[config.mk]
export PLATFORM = sky130hd
export DESIGN_NAME = mem_stage_ctrl
export DESIGN_NICKNAME = d
export VERILOG_FILES = /design/src/rtl/core_pkg.sv /design/src/rtl/mem_wb_regs.sv /design/src/rtl/mem_stage_ctrl.sv
export SDC_FILE = /design/constraint.sdc
export NUM_CORES = 1
export LEC_CHECK = 0
export ABC_AREA = 1
export CAP_MARGIN = 20
export CELL_PAD_IN_SITES_DETAIL_PLACEMENT = 0
export CELL_PAD_IN_SITES_GLOBAL_PLACEMENT = 2
export CORE_ASPECT_RATIO = 1.1
export CORE_MARGIN = 4
export CORE_UTILIZATION = 23
export DETAILED_ROUTE_END_ITERATION = 8
export HOLD_SLACK_MARGIN = 0.12
export PLACE_DENSITY = 0.87
export SYNTH_ARGS = -nofsm -noshare
export SYNTH_HDL_FRONTEND = slang
export SYNTH_SLANG_ARGS = --single-unit
[constraint.sdc]
create_clock -name clk -period 2.4 [get_ports clk]
set_input_delay 0.24 -clock clk [delete_from_list [all_inputs] [get_ports clk]]
set_output_delay 0.24 -clock clk [all_outputs]
set_load 0.02 [all_outputs]
[src/rtl/core_pkg.sv]
// Shared types and constants for the core's memory stage.
package core_pkg;

  typedef enum logic [1:0] {
    IDLE = 2'd0,
    REQ  = 2'd1,
    WAIT = 2'd2,
    DONE = 2'd3
  } mem_state_e;

  localparam logic [31:0] WORD_ALIGN_MASK = 32'h0000_0003;

  typedef struct packed {
    logic reg_write;
    logic mem_to_reg;
  } mem_wb_ctrl_t;

endpackage

[src/rtl/mem_wb_regs.sv]
// MEM/WB pipeline register: bubble clears control only, loadRead gates the read-data field.
module mem_wb_regs
  import core_pkg::*;
(
  input  logic         clk,
  input  logic         rst,
  input  logic         load,
  input  logic         bubble,
  input  logic         loadRead,
  input  logic [31:0]  aluOut,
  input  logic [31:0]  readData,
  input  logic [4:0]   rd,
  input  mem_wb_ctrl_t ctrl,
  output logic [31:0]  aluOutQ,
  output logic [31:0]  readDataQ,
  output logic [4:0]   rdQ,
  output mem_wb_ctrl_t ctrlQ
);

  always_ff @(posedge clk) begin
    if (!rst) begin
      aluOutQ   <= '0;
      readDataQ <= '0;
      rdQ       <= '0;
      ctrlQ     <= '0;
    end else if (bubble) begin
      ctrlQ <= '0;
    end else if (load) begin
      aluOutQ <= aluOut;
      rdQ     <= rd;
      ctrlQ   <= ctrl;
      if (loadRead) begin
        readDataQ <= readData;
      end
    end
  end

endmodule

[src/rtl/mem_stage_ctrl.sv]
// Memory-stage controller: data-memory bus sequencing, pipeline freeze and branch select.
//
// state | meaning
// IDLE  | evaluate EX/MEM; launch aligned access, flag misaligned, else pass through
// REQ   | dmem_req held with captured addr/we/wdata until gnt or timeout
// WAIT  | read granted, waiting for rvalid or timeout
// DONE  | stall released; MEM/WB takes the finished access, EX/MEM advances
module mem_stage_ctrl
  import core_pkg::*;
#(
  parameter int TIMEOUT_CYC = 15  // must be >= 2
) (
  input  logic        clk,
  input  logic        rst,
  input  logic [31:0] in_pc_branch,
  input  logic        in_zero,
  input  logic [31:0] in_alu_out,
  input  logic [31:0] in_store_data,
  input  logic [4:0]  in_rd,
  input  logic        in_reg_write,
  input  logic        in_mem_to_reg,
  input  logic        in_branch,
  input  logic        in_mem_write,
  input  logic        in_mem_read,
  output logic        dmem_req,
  output logic        dmem_we,
  output logic [31:0] dmem_addr,
  output logic [31:0] dmem_wdata,
  input  logic        dmem_gnt,
  input  logic        dmem_rvalid,
  input  logic [31:0] dmem_rdata,
  output logic        stall,
  output logic        pc_src,
  output logic [31:0] pc_branch,
  output logic        err,
  output logic [31:0] wb_alu_out,
  output logic [31:0] wb_read_data,
  output logic [4:0]  wb_rd,
  output logic        wb_reg_write,
  output logic        wb_mem_to_reg
);

  localparam int               CNT_W    = $clog2(TIMEOUT_CYC + 1);
  localparam logic [CNT_W-1:0] CNT_LAST = CNT_W'(TIMEOUT_CYC - 1);
  localparam logic [CNT_W-1:0] CNT_ONE  = CNT_W'(1);

  mem_state_e       state;
  logic [CNT_W-1:0] cnt;
  logic [31:0]      rdataQ;
  logic             timedOut;

  logic         memOp;
  logic         aligned;
  logic         accessStart;
  logic         misaligned;
  logic         stallRaw;
  mem_wb_ctrl_t wbCtrlIn;
  mem_wb_ctrl_t wbCtrlQ;

  assign memOp       = in_mem_read | in_mem_write;
  assign aligned     = (in_alu_out & WORD_ALIGN_MASK) == '0;
  assign accessStart = (state == IDLE) && memOp && aligned;
  assign misaligned  = (state == IDLE) && memOp && !aligned;

  always_comb begin
    stallRaw = 1'b0;
    case (state)
      IDLE:      stallRaw = accessStart;
      REQ, WAIT: stallRaw = 1'b1;
      default:   stallRaw = 1'b0;
    endcase
  end

  assign stall     = stallRaw & rst;
  assign pc_src    = in_branch & in_zero & ~stall & rst;
  assign pc_branch = in_pc_branch;

  // Aborted or misaligned accesses must never retire a register write.
  assign wbCtrlIn.reg_write  = in_reg_write & ~misaligned & ~((state == DONE) & timedOut);
  assign wbCtrlIn.mem_to_reg = in_mem_to_reg;

  always_ff @(posedge clk) begin
    if (!rst) begin
      state      <= IDLE;
      cnt        <= '0;
      rdataQ     <= '0;
      timedOut   <= 1'b0;
      dmem_req   <= 1'b0;
      dmem_we    <= 1'b0;
      dmem_addr  <= '0;
      dmem_wdata <= '0;
      err        <= 1'b0;
    end else begin
      err <= 1'b0;
      case (state)
        IDLE: begin
          cnt      <= '0;
          timedOut <= 1'b0;
          if (accessStart) begin
            dmem_req   <= 1'b1;
            dmem_we    <= in_mem_write;
            dmem_addr  <= in_alu_out;
            dmem_wdata <= in_store_data;
            state      <= REQ;
          end else if (misaligned) begin
            err <= 1'b1;
          end
        end
        REQ: begin
          cnt <= cnt + CNT_ONE;
          if (cnt == CNT_LAST) begin
            dmem_req <= 1'b0;
            err      <= 1'b1;
            rdataQ   <= '0;
            timedOut <= 1'b1;
            state    <= DONE;
          end else if (dmem_gnt) begin
            dmem_req <= 1'b0;
            state    <= dmem_we ? DONE : WAIT;
          end
        end
        WAIT: begin
          cnt <= cnt + CNT_ONE;
          if (cnt == CNT_LAST) begin
            err      <= 1'b1;
            rdataQ   <= '0;
            timedOut <= 1'b1;
            state    <= DONE;
          end else if (dmem_rvalid) begin
            rdataQ <= dmem_rdata;
            state  <= DONE;
          end
        end
        DONE: begin
          state <= IDLE;
        end
        default: state <= IDLE;
      endcase
    end
  end

  mem_wb_regs uMemWb (
    .clk       (clk),
    .rst       (rst),
    .load      (~stall),
    .bubble    (stall),
    .loadRead  (state == DONE),
    .aluOut    (in_alu_out),
    .readData  (rdataQ),
    .rd        (in_rd),
    .ctrl      (wbCtrlIn),
    .aluOutQ   (wb_alu_out),
    .readDataQ (wb_read_data),
    .rdQ       (wb_rd),
    .ctrlQ     (wbCtrlQ)
  );

  assign wb_reg_write  = wbCtrlQ.reg_write;
  assign wb_mem_to_reg = wbCtrlQ.mem_to_reg;

endmodule

# After elaboration in Yosys (flattened, before gate mapping)

Cells that the tools add are included.

Register bits after elaboration: 177
Output and inout bits: 172

Add/subtract/negate cells: 1
Equal/unequal tests: 9
Muxes and demuxes: 23
Bitwise logic cells: 12
Reductions and logical operators: 17

Operators by type and width:

| kind                                                 | count |
|---|---|
| two-way mux 32 bit                                   | 3 |
| one-hot mux 32 bit (2 select lines)                  | 1 |
| zero test 32 bit                                     | 1 |
| two-way mux 2 bit                                    | 5 |
| AND reduction 3 bit                                  | 3 |
| two-way mux 1 bit                                    | 8 |
| one-hot mux 1 bit (2 select lines)                   | 4 |
| one-hot mux 2 bit (4 select lines)                   | 1 |
| one-hot mux 4 bit (2 select lines)                   | 1 |
| bitwise AND 1 bit                                    | 7 |
| != test 3 bit (second input constant)                | 2 |
| AND reduction 2 bit                                  | 3 |
| nonzero test 2 bit                                   | 3 |
| adder 4 x 1 -> 4 bit (second input constant)         | 1 |
| equality test 2 bit (second input constant)          | 2 |
| equality test 4 bit (second input constant)          | 1 |
| != test 2 bit (second input constant)                | 2 |
| inverter 1 bit                                       | 4 |
| OR reduction 2 bit                                   | 2 |
| logical AND 1 bit                                    | 3 |
| equality test 2 x 1 -> 1 bit (second input constant) | 1 |
| zero test 2 bit                                      | 1 |
| != test 2 x 1 -> 1 bit (second input constant)       | 1 |
| zero test 1 bit                                      | 1 |
| bitwise OR 1 bit                                     | 1 |

# Depth between registers and ports, before layout

Depth in word-level cells: 8
Gate-level depth with buffers: 10

# By module

A second synthesis with hierarchy kept.

Cells, all modules: 914
Area total of the unflattened synthesis: 7024.2 µm²

Modules (own cells, without submodules):

| module         | instances | cells each | area each (µm²) | seq. area each (µm²) |
|---|---|---|---|---|
| mem_stage_ctrl | 1         | 539        | 4315.4          | 2122.0 |
| mem_wb_regs    | 1         | 375        | 2708.8          | 1421.4 |

# Least setup slack after synthesis

No wires, ideal clock.

Kind: reg-to-output
From: reg state[0]
To: out pc_src
Data arrival time: 1.374 ns
Required time: 2.160 ns
Setup slack: 0.786 ns
Cell stages (with the launch flop): 8
Cells stage by stage: dfxtp_1 inv_1 ha_1 inv_1 nand2_2 nand2_2 nand2_4 nor2_1

Word-level cells in the longest chain between the ends: 8
Elaborated cells between the ends (all ways): 11
Those cells by class: eq/ne: 2; mux: 1; bitwise: 4; reduce/logical: 4

Ends and longest elaborated chain:

| what                                 | line                                       | text |
|---|---|---|
| from (decl)                          | mem_stage_ctrl.sv:47                       | `mem_state_e state;` |
| from (signal assigned)               | mem_stage_ctrl.sv:119                      | `state <= dmem_we ? DONE : WAIT;` |
| zero test 2 bit                      | mem_stage_ctrl.sv:62, mem_stage_ctrl.sv:67 |  |
| logical AND 1 bit (2 in a row)       | mem_stage_ctrl.sv:62                       | `assign accessStart = (state == IDLE) && memOp && aligned;` |
| one-hot mux 1 bit (2 select lines) * | mem_stage_ctrl.sv:67                       | `case (state)` |
| bitwise AND 1 bit *                  | mem_stage_ctrl.sv:74                       | `assign stall = stallRaw & rst;` |
| inverter 1 bit (no line) *           | --                                         |  |
| bitwise AND 1 bit * (2 in a row)     | mem_stage_ctrl.sv:75                       | `assign pc_src = in_branch & in_zero & ~stall & rst;` |
| to (decl)                            | mem_stage_ctrl.sv:33                       | `output logic pc_src,` |

Mark *: on every way between the ends. The rest lies on a longest branch, timed or not.

# Worst setup path in the final report

From: reg state[1]
To: out stall

Word-level cells in the longest chain between the ends: 5
Elaborated cells between the ends (all ways): 8
Those cells by class: eq/ne: 2; mux: 1; bitwise: 1; reduce/logical: 4

Ends and longest elaborated chain:

| what                                 | line                                       | text |
|---|---|---|
| zero test 2 bit                      | mem_stage_ctrl.sv:62, mem_stage_ctrl.sv:67 |  |
| logical AND 1 bit (2 in a row)       | mem_stage_ctrl.sv:62                       |  |
| one-hot mux 1 bit (2 select lines) * | mem_stage_ctrl.sv:67                       |  |
| bitwise AND 1 bit *                  | mem_stage_ctrl.sv:74                       |  |
| to (decl)                            | mem_stage_ctrl.sv:32                       | `output logic stall,` |

Marks and branches as above.

==> results by group <==
Final layout
  • FILL cells: 3048
  • Area occupied by multi-input gates: 2484 µm²
  • Non-Filler Instances: 1432
  • Post-layout nets: 1201
  • Storage element area: 3543 µm²
  • Layout cells sized above 1: 0.06579
  • Area Overhead vs Synth: 48.36%
  • # diodes: 0

Setup path
  • Worst path slowest cell: dfxtp_1
  • Critical Path Stages: 7
  • Crit Path Category: register to output pin
  • CP max stage delay: 400 ps
  • Cell mode on critical path: inv_1
  • R2R Path Start: state[1]
  • Worst EP arrival: 1930 ps
  • Critical Path Fanout Max: 5
  • Critical Path Sink Type: output pin
  • Crit path max-delay family: buffers and inverters
  • Reg2Reg Depth: 7
  • R2R Path End: dmem_wdata[10]
  • Critical-path cell list: inv_1 > ha_1 > inv_1 > nand2_2 > nand3_2 > inv_2 > dlygate4sd2_1
  • Worst Setup SP: state[1]
  • Critical Path End: stall
  • CP Launch Type: register
  • Buf+Inv Stages, Crit Path: 4
  • CP required: 2160 ps
  • R2R Setup Slk: 420 ps

STA
  • Clock skew: 12.31 ps
  • Setup tns final: 0 ps
  • Final hold vios: 0
  • Period utilization: 0.9045
  • Tightest Pin Transition: 612.6 ps
  • Pins Over Slew Limit: 0
  • Setup violators final: 0
  • Unrepaired setup endpoints after global routing: false
  • FMAX: 0.4607 GHz
  • Max transition margin: 0.5873
  • Crit path time final: 2171 ps

Clock tree
  • CTS Buf Count: 17
  • Clk root buf: clkbuf_16
  • Postcts setup bufs: 0
  • # clock sinks: 177
  • H-tree lvl count: 4
  • Clk_lat worst skew: 430 ps
  • Maximum clock path buffer count: 2
  • CTS tree: yes
  • Worst-path clk slew: 70 ps

Die
  • Rows: 65
  • Core footprint: 28630 µm²
  • Boundary Pins: 315
  • Die Wd: 170.2 µm
  • Initial Util: 0.2325
  • Die Span Y: 186.4 µm
  • Die Area: 31730 µm²

Yosys
  • Mapped Cells: 843
  • Syn nets: 993
  • Synthesis Warnings: 0
  • Mean Syn Cell Area: 7.896 µm²
  • Cell variety after synth: 25
  • Sequential area share after synthesis: 0.5323
  • Post-synthesis register bit count: 177
  • Syn Std Cell Area: 6656 µm²

Routing
  • Routed len/inst: 14.98 µm
  • DRT iter0 DRCs: 265
  • Routed via count: 6119
  • Total iterations of the first detailed-routing run: 4
  • Remaining routing DRC violations: 0
  • Via density per instance: 4.273
  • Drt total wl: 21.45 mm
  • Antenna-violating nets left: 0

Global routing
  • Initial antenna violation count: 2
  • Number of global-route vias before repair: 6066
  • Largest net degree at the start of global routing: 56
  • First-pass GRT wire length: 33.86 mm
  • Global Route Usage Sum: 0.1335
  • Total congestion overflow: 0

Min path
  • Hold depth: 3
  • Hold Path Class: input port to register

Run
  • Max-cap viol count: 0

Placement
  • Post-DP HPWL: 14.92 mm
  • Routability congestion estimate: 0.7413
  • Port Buffers: 250
  • DP Cell Count: 1399

Run status
  • Status: finished, final reports clean

Pwr
  • Max VDD drop: 452.4 µV
  • Pwr Total: 10.51 mW
  • LEAKAGE: 3.904 nW
  • Power density over the cells: 1065 nW/µm²
[registers in the layout (all words and copies together) (netlist names)]
name,count
timedOut,1
err,1
rdataQ,32
uMemWb.readDataQ,32
dmem_wdata,32
uMemWb.ctrlQ,2
cnt,4
dmem_addr,32
uMemWb.rdQ,5
state,2
dmem_req,1
uMemWb.aluOutQ,32
dmem_we,1
[layout make-up]
class / instances / share of cell area
flip-flops and latches: 177 / 0.3588
repair buffers: 273 / 0.2725
multi-input cells: 558 / 0.2515
well taps: 368 / 0.04662
clock buffers: 20 / 0.04624
clock inverters: 12 / 0.01482
inverters: 24 / 0.009502
[metal layers]
| layer | share of wire | track usage | routed length [µm] | vias up |
|---|---|---|---|---|
| li1 | - | - | - | 3101 |
| met1 | 0.45 | 0.1703 | 9758 | 2840 |
| met2 | 0.47 | 0.2202 | 10110 | 157 |
| met3 | 0.059 | 0.03559 | 1272 | 17 |
| met4 | 0.013 | 0.04086 | 281 | 4 |
| met5 | 0.0013 | 0 | 27 | - |
[what timing repair did]
item | in CTS | in global routing
endpoints found under the hold margin | 1 | 0
gates resized for setup | 2 | 2
endpoints found under the setup margin | 2 | 1
hold buffers | 1 | 0
[how the worst min path moves through the flow]
stage	to	start	slack [ps]
5_1_grt	dmem_wdata[11]	in_store_data[11]	350
6_report	uMemWb.ctrlQ[0]	in_mem_to_reg	350
4_1_cts	uMemWb.ctrlQ[0]	in_mem_to_reg	320
3_3_place_gp	uMemWb.rdQ[2]	uMemWb.rdQ[2]	440
3_5_place_dp	uMemWb.aluOutQ[8]	uMemWb.aluOutQ[8]	440
2_1_floorplan	uMemWb.aluOutQ[10]	in_alu_out[10]	340
[synthesized netlist by cell type (all sizes together)]
cell,instances,area share
ha,7,0.013
inv,24,0.014
clkbuf,16,0.0090
buf,68,0.072
nor2,76,0.044
a211oi,1,0.0011
o21ai,40,0.030
nand4,1,0.00094
nor4,1,0.00094
nand2,254,0.15
a21oi,134,0.10
dfxtp,177,0.53
nand3,11,0.012
o22ai,1,0.00094
nor3,32,0.024
[placed cells by master, fill, tap and decap left out, drive strengths merged]
cell type | Yosys | final
buf | 68 | 23
a211oi | 1 | 1
dlygate4sd2 | 0 | 1
o21ai | 40 | 40
a21oi | 134 | 134
nor4 | 1 | 1
clkinv | 0 | 5
ha | 7 | 7
nor3 | 32 | 32
clkdlybuf4s50 | 0 | 247
clkinvlp | 0 | 1
clkbuf | 16 | 21
dlygate4sd3 | 0 | 1
bufinv | 0 | 2
inv | 24 | 28
nand3 | 11 | 11
nand2 | 254 | 254
o22ai | 1 | 1
nor2 | 76 | 76
dfxtp | 177 | 177
nand4 | 1 | 1
[power by group]
group | switching, mW | total (mW) | internal [mW]
Clock | 1.28 | 2.89 | 1.62
Combinational | 2.24 | 3.77 | 1.53
Sequential | 0.307 | 3.85 | 3.54
Total | 3.82 | 10.5 | 6.69
[metrics by stage]
stage	worst slack, ps	area, µm²	util	hold WS [ps]
after CTS	39.85	9879	0.3451	324.2
after global placement	191.7	9269	0.3238	435.7
after detailed placement	193.2	9269	0.3238	442.3
after floorplan	785.8	6656	-	343.1
after global routing	59.07	9876	0.3450	350.8
final	229.2	9876	0.3450	350.9
[worst reg2reg max path: stages (launching register included)]
cell and delay, ps:
dfxtp_1 400, inv_1 100, ha_1 240, nand3_4 100, buf_4 330, buf_4 440
nand2_1 120, a21oi_1 180
[logic make-up (layout without fill, tap and decap cells)]
| family | Yosys count | in the layout | share of synthesized area |
|---|---|---|---|
| compound gates | 176 | 176 | 0.1329 |
| fa+ha+maj | 7 | 7 | 0.01316 |
| buf+inv | 108 | 329 | 0.09455 |
| flops | 177 | 177 | 0.5323 |
| simple gates | 375 | 375 | 0.2271 |
No activity file was read; power rests on OpenSTA's default activity.
